$ cat src/rtl/pulse_train_sequencer.sv
`default_nettype none
// =============================================================================
// pulse_train_sequencer : issues one generator start handshake per pulse of a
// configured burst and enforces the pulse repetition period.
// Revision: 1.0
// =============================================================================
module pulse_train_sequencer #(
  parameter logic [13:0] _CYCLES_PER_US = 14'd13000,
  parameter logic [3:0]  _ACK_TIMEOUT   = 4'd8
) (
  input  logic        CLK,
  input  logic        RESET,
  input  logic        CFG_VALID,
  output logic        CFG_READY,
  input  logic [1:0]  CFG_SIGNAL_TYPE,
  input  logic [9:0]  CFG_T_IMPULSE,
  input  logic [15:0] CFG_T_PERIOD,
  input  logic [7:0]  CFG_N_PULSES,
  input  logic        ABORT,
  input  logic        OUT_REG_READY,
  input  logic        GEN_START_CALC,
  input  logic        GEN_STOP_CALC,
  output logic [1:0]  SIGNAL_TYPE,
  output logic [9:0]  T_IMPULSE,
  output logic        SIGN_START_GEN,
  output logic        BUSY,
  output logic [7:0]  PULSE_CNT,
  output logic        DONE,
  output logic        ERROR
);

  typedef enum logic [2:0] {
    S_IDLE     = 3'd0,
    S_ARM      = 3'd1,
    S_START    = 3'd2,
    S_WAIT_ACK = 3'd3,
    S_RUN      = 3'd4,
    S_GAP      = 3'd5,
    S_DRAIN    = 3'd6,
    S_FIN      = 3'd7
  } state_t;

  state_t      r_state;
  logic [29:0] r_period;
  logic [7:0]  r_n_pulses;
  logic [31:0] r_pcnt;

  logic [29:0] w_cfg_period;
  logic [31:0] w_gap_thr;
  logic [31:0] w_ovr_thr;
  logic [31:0] w_ack_thr;
  logic [7:0]  w_cnt_next;
  logic        w_gap_due;
  logic        w_overrun;
  logic        w_ack_expired;

  assign w_cfg_period = {14'd0, CFG_T_PERIOD} * {16'd0, _CYCLES_PER_US};

  // pcnt reads 0 the cycle after START, so P-2 in GAP yields a strobe exactly P cycles later
  assign w_gap_thr = (r_period >= 30'd2) ? {2'b00, r_period - 30'd2} : 32'd0;
  assign w_ovr_thr = (r_period != 30'd0) ? {2'b00, r_period - 30'd1} : 32'd0;
  assign w_ack_thr = (_ACK_TIMEOUT >= 4'd2) ? {28'd0, _ACK_TIMEOUT - 4'd2} : 32'd0;

  assign w_cnt_next    = PULSE_CNT + 8'd1;
  assign w_gap_due     = (r_pcnt >= w_gap_thr);
  assign w_overrun     = (r_pcnt >= w_ovr_thr);
  assign w_ack_expired = (r_pcnt >= w_ack_thr);

  assign CFG_READY = (r_state == S_IDLE);
  assign BUSY      = (r_state != S_IDLE);

  always_ff @(posedge CLK or negedge RESET) begin
    if (!RESET) begin
      r_state        <= S_IDLE;
      r_period       <= '0;
      r_n_pulses     <= '0;
      r_pcnt         <= '0;
      SIGNAL_TYPE    <= '0;
      T_IMPULSE      <= '0;
      SIGN_START_GEN <= 1'b0;
      PULSE_CNT      <= '0;
      DONE           <= 1'b0;
      ERROR          <= 1'b0;
    end else begin
      SIGN_START_GEN <= 1'b0;
      DONE           <= 1'b0;

      if (r_state == S_START) begin
        r_pcnt <= '0;
      end else if (r_pcnt != '1) begin
        r_pcnt <= r_pcnt + 32'd1;
      end

      case (r_state)
        S_IDLE: begin
          if (CFG_VALID) begin
            SIGNAL_TYPE <= CFG_SIGNAL_TYPE;
            T_IMPULSE   <= CFG_T_IMPULSE;
            r_n_pulses  <= CFG_N_PULSES;
            r_period    <= w_cfg_period;
            PULSE_CNT   <= '0;
            ERROR       <= 1'b0;
            if (CFG_N_PULSES == 8'd0) begin
              r_state <= S_FIN;
              DONE    <= 1'b1;
            end else begin
              r_state <= S_ARM;
            end
          end
        end
        S_ARM: begin
          if (ABORT) begin
            r_state <= S_IDLE;
          end else if (OUT_REG_READY) begin
            r_state        <= S_START;
            SIGN_START_GEN <= 1'b1;
          end
        end
        S_START: begin
          r_state <= ABORT ? S_DRAIN : S_WAIT_ACK;
        end
        S_WAIT_ACK: begin
          // An acknowledge on the deadline cycle still wins over the timeout
          if (GEN_START_CALC) begin
            r_state <= ABORT ? S_DRAIN : S_RUN;
          end else if (w_ack_expired) begin
            r_state <= S_IDLE;
            if (!ABORT) begin
              ERROR <= 1'b1;
            end
          end
        end
        S_RUN: begin
          if (GEN_STOP_CALC) begin
            PULSE_CNT <= w_cnt_next;
            if (ABORT) begin
              r_state <= S_IDLE;
            end else if (w_cnt_next == r_n_pulses) begin
              r_state <= S_FIN;
              DONE    <= 1'b1;
            end else begin
              r_state <= S_GAP;
            end
          end else if (ABORT) begin
            r_state <= S_DRAIN;
          end else if (w_overrun) begin
            ERROR   <= 1'b1;
            r_state <= S_DRAIN;
          end
        end
        S_GAP: begin
          if (ABORT) begin
            r_state <= S_IDLE;
          end else if (w_gap_due && OUT_REG_READY) begin
            r_state        <= S_START;
            SIGN_START_GEN <= 1'b1;
          end
        end
        S_DRAIN: begin
          if (GEN_STOP_CALC) begin
            r_state <= S_IDLE;
          end
        end
        S_FIN: begin
          r_state <= S_IDLE;
        end
        default: begin
          r_state <= S_IDLE;
        end
      endcase
    end
  end

endmodule
`default_nettype wire

$ cat config.mk
export PLATFORM = sky130hd
export DESIGN_NAME = pulse_train_sequencer
export DESIGN_NICKNAME = d
export VERILOG_FILES = /design/src/rtl/pulse_train_sequencer.sv
export SDC_FILE = /design/constraint.sdc
export NUM_CORES = 1
export LEC_CHECK = 0
export CAP_MARGIN = 20
export CORE_MARGIN = 5
export CORE_UTILIZATION = 60
export DETAILED_ROUTE_END_ITERATION = 8
export HOLD_SLACK_MARGIN = 0.1
export PLACE_DENSITY = 0.81
export SYNTH_ARGS = -nofsm -noshare
export SYNTH_HDL_FRONTEND = slang
export SYNTH_SLANG_ARGS = --single-unit
$ cat constraint.sdc
create_clock -name CLK -period 9.78 [get_ports CLK]
set_input_delay 1.956 -clock CLK [delete_from_list [all_inputs] [get_ports CLK]]
set_output_delay 1.956 -clock CLK [all_outputs]
set_load 0.01 [all_outputs]
==> results.md <==
Timing:
- The number of hold violations in the final report came to 0.
- The actual slew at the worst max-slew pin is 0.712 ns.
- The max-slew violation count came to 0.
- The worst slew margin relative to its limit is 52.6%.
- The clock period could shrink to 6.54 ns.
- The total setup violations reported at the end of the flow is 0.
- For this run, the top clock speed supported by timing is 0.153 GHz.
- Between clock sinks in the finished design, the worst skew comes to ~0.011 ns.
- The final sum of negative setup slack is 0 ns.
- Setup repair after global routing left no endpoint under its margin.
- Of the available clock period, the critical path in the final layout requires 66.9%.

Flow run:
- The number of violations of the max-capacitance limit is 0.

Floorplan:
- The number of ports placed on the die boundary is between 60 and 70.
- In this run the standard cell core region covers roughly 16000 um^2.
- The floorplan has 46 rows.
- The die covers 19000 um^2.
- The floorplan step set the die width to 138 um.
- The initial standard-cell utilization of the core is approximately three fifths.
- From bottom edge to top edge, the die measures ~140 um.

CTS:
- After clock tree synthesis, the clock-pin slew on the worst setup and hold paths is 0.08 ns.
- The number of instances resized during post-cts repair is 0.
- The clock tree synthesis step divided the H-tree into 3 levels.
- The buffers inserted during post-CTS setup optimization is 0.
- The clock latency of the later-clocked register in the worst-skew pair is 0.36 ns.
- The root cell of the clock tree is sky130_fd_sc_hd__clkbuf_16.
- The TritonCTS buffer count is 9.
- The clock tree from TritonCTS is built.
- The maximum buffer depth of the clock tree is 2.
- The number of clock sinks seen by CTS is 93.
- After clock tree synthesis, the flow added hold-fix buffers numbering 0.

Cells and area:
- At the end of the flow, the number of nets in the layout was 1440.
- The library cells used most frequently in the layout, excluding fill and tap cells, are sky130_fd_sc_hd__nand2_1 (210), sky130_fd_sc_hd__ha_1 (155), sky130_fd_sc_hd__inv_1 (102).
- Summing all non-filler instances in the final layout gives an area of 10900 um^2.
- In the final layout, the multi-input gates occupy 6940 um^2.
- Leaving out fill and tap cells, the most frequent cell in the layout is sky130_fd_sc_hd__nand2_1.
- The number of antenna diodes is 0.
- The filler cell count in the final layout is 1316.
- The signed area change from the synthesized netlist to the final layout is 11.6%.
- The fraction of layout instances using a drive strength above 1 is between 4 and 5%.
- The post-route core utilization is about two thirds.
- The sequential cell area is about 2300 um^2.

Drt:
- The detailed router finished its first iteration with approximately 710 violations.
- In this run the remaining antenna-violating nets after routing total 0.
- The overall routed net length is 22.7 mm.
- The average routed wire per standard cell is roughly 16 um.
- After detailed routing, the number of remaining DRC violations is 0.
- The first TritonRoute pass finished after 5 iterations.
- Dividing the detail-routed via count by the number of cells gives about 5.7.
- The final route contains 8042 vias.

Global route:
- For this run, the total global-route usage over all layers was measured as 25.1%.
- The first-pass GRT wire length is 38.7 mm.
- The overall overflow remaining after global route is 0.
- The number of global-route vias before repair came to 8063.
- The initial antenna violation count is 0.
- The pin count of the biggest net entering global routing is 77.

Yosys:
- The share of flip-flops with an asynchronous set or reset is 100%.
- The post-synthesis area per instance is roughly 8.6 um^2.
- The net count after synthesis is 1388.
- In the synthesized netlist the dominant register cell turns out to be sky130_fd_sc_hd__dfrtp_1.
- Synthesis instantiated between 70 and 80 different standard cells from the library.
- The cell area that synthesis handed to floorplanning was 9790 um^2.
- Sequential elements use 23.8% of the synthesized area.
- Yosys printed 0 warnings.
- Counting flops with a built-in enable in the synthesized netlist gives 0.
- The number of standard cells after synthesis is 1144.
- After synthesis the netlist holds a flip-flop and latch count of 93.

Pwr:
- Power spread over the standard cell area amounts to 250 nW/um^2.
- For this design the static power due to leakage is 5.45 nW.
- The peak supply drop is 149 uV.
- The design draws ~2.7 mW.

Critical path:
- For the worst setup path, the data required time is between 10 and 15 ns.
- The endpoint type of the worst setup path is a flop.
- The critical setup path kind is primary input to flop.
- In this run the worst path has a maximum fanout of 6.
- At the worst endpoint, the arrival time is ~6.8 ns.
- The worst setup path is launched from a primary input.

Place:
- The placer's final routability congestion estimate is 0.909.
- The post-detailed-placement half-perimeter wirelength is 18.1 mm.
- After detailed placement, the total cell area comes to 10600 um^2.
- Port buffering added 67 buffers.

Outcome:
- The run finished with clean final reports.

Worst hold path:
- The worst hold path belongs to the class flop to flop.
[registers in the layout, indices dropped and copies added, names as in the netlist]
register and cells:
r_n_pulses 8, r_state 3, ERROR 1, r_period 27, T_IMPULSE 10, SIGN_START_GEN 1
PULSE_CNT 8, DONE 1, r_pcnt 32, SIGNAL_TYPE 2
[report_power, final]
part           switching (mW)  internal (mW)
clock network           0.178          0.184
logic                   0.963          0.761
registers               0.145          0.499
total                    1.29           1.44
[final timing paths]
path	cells past startpoint	start	end	slack, ns
max	15	CFG_T_PERIOD[7]	r_period[28]	3.24
max reg2reg	14	r_period[5]	r_state[1]	5.64
min reg2reg	2	T_IMPULSE[0]	T_IMPULSE[0]	0.48
min	2	T_IMPULSE[0]	T_IMPULSE[0]	0.48
max in group asynchronous	2	RESET	SIGNAL_TYPE[0]	7.14
min in group asynchronous	1	RESET	r_pcnt[15]	1.56
[Yosys cell counts, drive strengths merged, types with 23 or more instances]
library cell | instances | area (um^2)
nand2 | 213 | 805
ha | 155 | 1940
inv | 102 | 383
dfrtp | 93 | 2330
nor2 | 72 | 275
a21oi | 51 | 255
xnor2 | 49 | 429
o21ai | 47 | 239
fa | 46 | 921
nand3 | 37 | 185
nor3 | 31 | 165
xor2 | 28 | 245
clkbuf | 23 | 87.6
nor4 | 23 | 174
[critical path, stage by stage]
cell and delay [ns]:
sky130_fd_sc_hd__clkdlybuf4s50_1 0.50, sky130_fd_sc_hd__ha_1 0.35, sky130_fd_sc_hd__inv_1 0.06, sky130_fd_sc_hd__fa_1 0.49
sky130_fd_sc_hd__fa_1 0.55, sky130_fd_sc_hd__inv_1 0.06, sky130_fd_sc_hd__fa_1 0.50, sky130_fd_sc_hd__fa_1 0.49
sky130_fd_sc_hd__ha_1 0.39, sky130_fd_sc_hd__a21o_1 0.22, sky130_fd_sc_hd__a21oi_1 0.27, sky130_fd_sc_hd__nor2_1 0.12
sky130_fd_sc_hd__a2111oi_4 0.40, sky130_fd_sc_hd__o21ai_0 0.13, sky130_fd_sc_hd__a221o_1 0.30
[per-stage QoR]
| step | hold slack (ns) | std cells | worst slack (ns) |
|---|---|---|---|
| 3_5_place_dp | 0.462 | 1401 | 2.87 |
| 2_1_floorplan | 0.465 | 1144 | 3.68 |
| 4_1_cts | 0.480 | 1417 | 3.24 |
| 5_1_grt | 0.505 | 1417 | 2.96 |
| 3_3_place_gp | 0.459 | 1401 | 2.95 |
| 6_report | 0.479 | 1417 | 3.24 |
[per-layer routing]
metal	routed length, um	track usage, %	vias to the layer above
li1	-	-	4046
met1	10200	34.1	3778
met2	11100	41.9	186
met3	895	3.62	32
met4	439	7.24	0
met5	0	0	-
[logic make-up after synthesis]
| group | after synthesis | share of synthesized area (%) |
|---|---|---|
| AOI/OAI and AO/OA | 178 | 11.9 |
| xor gates and xnor gates | 77 | 6.89 |
| adders and majority gates | 201 | 29.2 |
| buffers and inverters | 132 | 5.43 |
| DFF | 93 | 23.8 |
| muxes | 5 | 0.524 |
| and+or+nand+nor | 458 | 22.3 |
[cell type report]
type,instances,area share [%]
sequential,93,21.3
clock buffer,9,2.06
timing repair buffer,71,6.39
multi-input combinational,919,63.5
tap,216,2.47
inverter,102,3.50
clock inverter,7,0.813
(Power assumes the default switching activity.)
